$ cat src/rtl/bus_timer.sv
// bus_timer: memory-mapped 16-bit timer/counter responder on the CPU data bus.
// Four-word window (CTRL, PRESCALE, COMPARE, COUNT), prescaler, compare match
// with sticky MATCH flag, level irq and a one-cycle irq_pulse per match event.
module bus_timer #(
    parameter logic [15:0] BASE_ADDR   = 16'hFF00,
    parameter logic [15:0] RST_COMPARE = 16'hFFFF
) (
    input  logic        clk_bus,
    input  logic        rst_bus,
    input  logic [15:0] addr,
    input  logic [15:0] wdata,
    input  logic        write,
    input  logic        read,
    output logic [15:0] rdata,
    output logic        irq,
    output logic        irq_pulse
);

    localparam logic [1:0] OFF_CTRL     = 2'd0;
    localparam logic [1:0] OFF_PRESCALE = 2'd1;
    localparam logic [1:0] OFF_COMPARE  = 2'd2;
    localparam logic [1:0] OFF_COUNT    = 2'd3;

    logic        en_q, en_d;
    logic        auto_q, auto_d;
    logic        ie_q, ie_d;
    logic        match_q, match_d;
    logic [15:0] prescale_q, prescale_d;
    logic [15:0] compare_q, compare_d;
    logic [15:0] count_q, count_d;
    logic [15:0] pcnt_q, pcnt_d;
    logic        irq_pulse_q, irq_pulse_d;

    logic        sel;
    logic [1:0]  offset;
    logic        wr_ctrl, wr_prescale, wr_compare, wr_count;
    logic        tick;
    logic        match_evt;

    assign sel    = (addr[15:2] == BASE_ADDR[15:2]);
    assign offset = addr[1:0];

    assign wr_ctrl     = write && sel && (offset == OFF_CTRL);
    assign wr_prescale = write && sel && (offset == OFF_PRESCALE);
    assign wr_compare  = write && sel && (offset == OFF_COMPARE);
    assign wr_count    = write && sel && (offset == OFF_COUNT);

    // A tick needs EN at the start of the cycle; a COUNT write suppresses the
    // match since the loaded value replaces whatever the tick would produce.
    assign tick      = en_q && (pcnt_q == prescale_q);
    assign match_evt = tick && (count_q == compare_q) && !wr_count;

    assign irq       = match_q && ie_q;
    assign irq_pulse = irq_pulse_q;

    // Combinational read mux; zero when unselected so responders can be OR'd.
    always_comb begin
        rdata = 16'h0000;
        if (read && sel) begin
            case (offset)
                OFF_CTRL:     rdata = {7'b0, match_q, 5'b0, ie_q, auto_q, en_q};
                OFF_PRESCALE: rdata = prescale_q;
                OFF_COMPARE:  rdata = compare_q;
                default:      rdata = count_q;
            endcase
        end
    end

    // Next-state: counting first, then bus writes layered on top (write wins).
    always_comb begin
        en_d        = en_q;
        auto_d      = auto_q;
        ie_d        = ie_q;
        match_d     = match_q;
        prescale_d  = prescale_q;
        compare_d   = compare_q;
        count_d     = count_q;
        pcnt_d      = pcnt_q;
        irq_pulse_d = match_evt && ie_q;

        if (en_q) begin
            if (tick) begin
                pcnt_d = 16'h0000;
                if (count_q == compare_q) begin
                    count_d = 16'h0000;
                    if (!auto_q) en_d = 1'b0;
                end else begin
                    count_d = count_q + 16'h0001;
                end
            end else begin
                pcnt_d = pcnt_q + 16'h0001;
            end
        end

        if (wr_ctrl) begin
            en_d   = wdata[0];
            auto_d = wdata[1];
            ie_d   = wdata[2];
            if (wdata[8]) match_d = 1'b0;
            // Starting the timer always begins a fresh prescale period.
            if (!en_q && wdata[0]) pcnt_d = 16'h0000;
        end
        if (wr_prescale) prescale_d = wdata;
        if (wr_compare)  compare_d  = wdata;
        if (wr_count) begin
            count_d = wdata;
            pcnt_d  = 16'h0000;
        end

        // A new match beats a simultaneous write-1-to-clear.
        if (match_evt) match_d = 1'b1;
    end

    // State registers with synchronous reset.
    always_ff @(posedge clk_bus) begin
        if (rst_bus) begin
            en_q        <= 1'b0;
            auto_q      <= 1'b0;
            ie_q        <= 1'b0;
            match_q     <= 1'b0;
            prescale_q  <= 16'h0000;
            compare_q   <= RST_COMPARE;
            count_q     <= 16'h0000;
            pcnt_q      <= 16'h0000;
            irq_pulse_q <= 1'b0;
        end else begin
            en_q        <= en_d;
            auto_q      <= auto_d;
            ie_q        <= ie_d;
            match_q     <= match_d;
            prescale_q  <= prescale_d;
            compare_q   <= compare_d;
            count_q     <= count_d;
            pcnt_q      <= pcnt_d;
            irq_pulse_q <= irq_pulse_d;
        end
    end

endmodule

$ cat config.mk
export PLATFORM = sky130hd
export DESIGN_NAME = bus_timer
export DESIGN_NICKNAME = d
export VERILOG_FILES = /design/src/rtl/bus_timer.sv
export SDC_FILE = /design/constraint.sdc
export NUM_CORES = 1
export LEC_CHECK = 0
export BUFFER_PORTS_ARGS = -buffer_cell sky130_fd_sc_hd__buf_2
export CAP_MARGIN = 15
export CORE_ASPECT_RATIO = 1.75
export CORE_UTILIZATION = 52
export CTS_CLUSTER_SIZE = 14
export DETAILED_ROUTE_END_ITERATION = 7
export GPL_ROUTABILITY_DRIVEN = 0
export PLACE_DENSITY = 0.76
export SYNTH_ARGS = -nofsm -noshare
export SYNTH_HDL_FRONTEND = slang
export SYNTH_SLANG_ARGS = --single-unit
$ cat constraint.sdc
create_clock -name clk_bus -period 1.97 [get_ports clk_bus]
set_input_delay 0.0985 -clock clk_bus [delete_from_list [all_inputs] [get_ports clk_bus]]
set_output_delay 0.0985 -clock clk_bus [all_outputs]
set_load 0.03 [all_outputs]
==> summary.txt <==
Clocking
  • TritonCTS clock tree: done
  • Clock buffer count from CTS: 9
  • Clk slew on worst S/H paths: 0.06 ns
  • Root buffer cell: clkbuf_16
  • Clock Latency Late Sink: 0.34 ns
  • Clock Path Buffers: 2
  • H-tree Lvls: 3
  • Post-CTS Hold Buffers: 0
  • TritonCTS Sinks: 69

Hold path
  • HP Class: input port to flip-flop
  • Worst Hold Depth: 2
  • Hold path startpoint: wdata[6]
  • Hold Crit Endpoint: compare_q[6]

Final layout
  • ANT cells: 0
  • Fillers: 603
  • Area growth, synth to finish: 27.8%
  • Area of the multi-input gates: 2510 um^2
  • Register area: 1390 um^2
  • Share of layout cells above drive strength 1: 0.298
  • Final nets: 608

STA
  • Clock skew: 0.00675 ns
  • Max-slew violations: 0
  • Fin. Hold Viols: 0
  • Max transition margin: 0.625
  • RSZ-0062 raised after global routing: yes
  • Tmin final: 1.94 ns
  • Setup Viol. Count Final: 0
  • Setup slack after layout: 0.0268 ns
  • Crit share post-route: 0.986
  • Setup TNS: 0 ns
  • Worst Max-Slew Pin Slew: 0.563 ns
  • WHS: 0.0146 ns
  • Fmax: 515 MHz

Pwr
  • Leakage power: 2.03 nW
  • Power per cell area: 669 nW/um^2
  • Max VDD drop: 0.000480 V

Setup path
  • Crit start category: flip-flop
  • RR Endpoint: count_q[8]
  • Crit-path slowest cell: dfxtp_1
  • R2R Path Start: pcnt_q[14]
  • Register-to-Register Path Depth: 8
  • CP Capture Type: flip-flop
  • Crit Path Class: flip-flop to flip-flop
  • Worst Path Required: 2.23 ns
  • Reg2reg setup slack: 0.03 ns
  • CP dominant cell by count: buf_4
  • Critical Path AT: 2.20 ns
  • Crit-path leading delay family: simple AND/OR/NAND/NOR gates
  • CP max stage delay: 0.35 ns
  • Crit Path Max Fanout: 6
  • Ordered cell list for the critical path: xor2_1 -> nor4_2 -> buf_4 -> nand3_2 -> nor4_4 -> buf_4 -> nand3b_1 -> a31oi_1
  • Buf+Inv Stages, Crit Path: 2

Floorplanning
  • Die width: 68.3 um
  • Initial Util: 0.532
  • Number of placement rows: 42
  • IO Pins: 54
  • Die area: 8050 um^2
  • Die H: 118 um
  • Core area: 7510 um^2

Route
  • Pre-antenna DRT Iters: 7
  • Antenna-violating nets left: 0
  • DR vias/cell: 6.26
  • Final WL: 12400 um
  • Vias: 4143
  • Wire length per cell: 18.8 um
  • DR DRC count: 0
  • DRT iter0 DRCs: 361

Yosys
  • Sequential cell area fraction in the yosys report: 0.346
  • YS warnings: 0
  • Syn Nets: 519
  • Distinct cell type count after synthesis: 49
  • FF+latch count, synth: 69
  • Asr flop ratio synth: 0
  • Post-Synthesis Cells: 481
  • Top_reg_cell synth: dfxtp_1
  • Syn Area/Cell: 8.31 um^2
  • Post-synth EDFFs: 0
  • Synthesized area: 4000 um^2

Placement
  • Buffers on Ports: 53
  • DP Wirelength: 8760 um
  • Place WS: -0.0793 ns

GRT
  • Gr usage total: 0.323
  • Largest net degree at the start of global routing: 54
  • First-pass GRT wire length: 19200 um
  • Antenna violations before repair: 0
  • Vias in the first global route: 3906
  • Gr ovfl total: 0

Run status
  • Status: finished, final reports clean

Job
  • Max-cap violations: 0
==> synthesized netlist by cell type, types with 15 or more instances <==
cell type	instances	area [um^2]
a211o_1	16	140
a21oi_1	31	155
a31oi_1	16	100
clkbuf_1	15	56.3
dfxtp_1	69	1380
nand2_1	62	233
nand3_1	24	120
nor2_1	42	158
nor2b_1	22	138
xnor2_1	19	166
xor2_1	28	245
==> placed cells by master, fill, tap and decap left out, types with 3 or more instances in the layout <==
| cell type | instances |
|---|---|
| dfxtp_2 | 8 |
| a31oi_1 | 16 |
| and3_1 | 11 |
| nand3_1 | 22 |
| buf_4 | 57 |
| a21oi_1 | 31 |
| dfxtp_1 | 61 |
| a211o_1 | 16 |
| nor4_2 | 6 |
| nor2b_1 | 22 |
| nand3b_1 | 7 |
| clkbuf_8 | 3 |
| xor2_1 | 28 |
| mux2_2 | 12 |
| o21ai_0 | 4 |
| buf_12 | 3 |
| nand4b_1 | 5 |
| nor4b_1 | 3 |
| nor3_1 | 5 |
| xnor2_1 | 17 |
| nand2_1 | 61 |
| a22oi_1 | 12 |
| nand4_1 | 12 |
| mux4_2 | 4 |
| clkbuf_16 | 9 |
| o211ai_1 | 6 |
| and2_1 | 6 |
| nor2_1 | 42 |
| buf_2 | 50 |
==> metrics by stage <==
stage / utilization / instance area, um^2 / power, mW / instances
2_1_floorplan: - / 4000 / 1.55 / 481
3_3_place_gp: 0.618 / 4640 / 1.63 / 642
3_5_place_dp: 0.618 / 4640 / 1.64 / 642
4_1_cts: 0.665 / 4990 / 3.42 / 657
5_1_grt: 0.679 / 5110 / 3.50 / 662
6_report: 0.679 / 5110 / 3.41 / 662
==> worst reg2reg max path, cell delays in order, from the launching register on <==
cell      delay [ns]
dfxtp_1         0.35
xor2_1          0.16
nor4_2          0.34
buf_4           0.17
nand3_2         0.11
nor4_4          0.26
buf_4           0.22
nand3b_1        0.08
a31oi_1         0.18
==> power by group <==
group	switching [mW]	leakage (nW)	internal [mW]
Combinational	0.120	1.31	0.0893
Clock	0.596	0.161	1.20
Sequential	0.00399	0.561	1.40
Total	0.720	2.03	2.70
==> final cells by class <==
type / instances / share of cell area
timing repair buffer: 112 / 0.148
clock buffer: 12 / 0.0522
clock inverter: 3 / 0.0132
inverter: 1 / 0.000735
multi-input combinational: 377 / 0.492
sequential: 69 / 0.272
tap: 88 / 0.0216
==> registers in the layout, summed over array words and instances, names as in the netlist <==
| register | count |
|---|---|
| pcnt_q | 16 |
| irq_pulse | 1 |
| auto_q | 1 |
| ie_q | 1 |
| match_q | 1 |
| compare_q | 16 |
| prescale_q | 16 |
| en_q | 1 |
| count_q | 16 |
==> worst max-delay path by stage <==
stage,start,end,slack [ns],cells after the start
after floorplan,addr[3],rdata[10],-0.02,5
after global placement,addr[3],pcnt_q[11],-0.01,7
after detailed placement,pcnt_q[15],count_q[11],-0.08,6
after CTS,pcnt_q[15],count_q[11],-0.0003,6
after global routing,prescale_q[8],count_q[14],-0.05,8
final,pcnt_q[14],count_q[8],0.03,8
==> kinds of logic after synthesis <==
family          share of synthesized area
buf+inv                            0.0441
flops                               0.346
xor+xnor                            0.103
mux                                0.0589
fa+ha+maj                         0.00626
compound gates                      0.154
simple gates                        0.288
==> routing by layer <==
metal,track usage,part of all wire,up-vias
li1,-,-,1906
met1,0.361,0.37,1967
met2,0.513,0.51,214
met3,0.0669,0.057,56
met4,0.241,0.063,0
met5,0,0,-
==> repair_timing <==
item,4_1_cts,5_1_grt
setup buffers,0,4
cloned,0,1
pin swaps,0,17
gates resized for setup,3,28
setup endpoints to repair,25,32
endpoints found under the hold margin,0,0
Power figures use the tool's default switching activity.
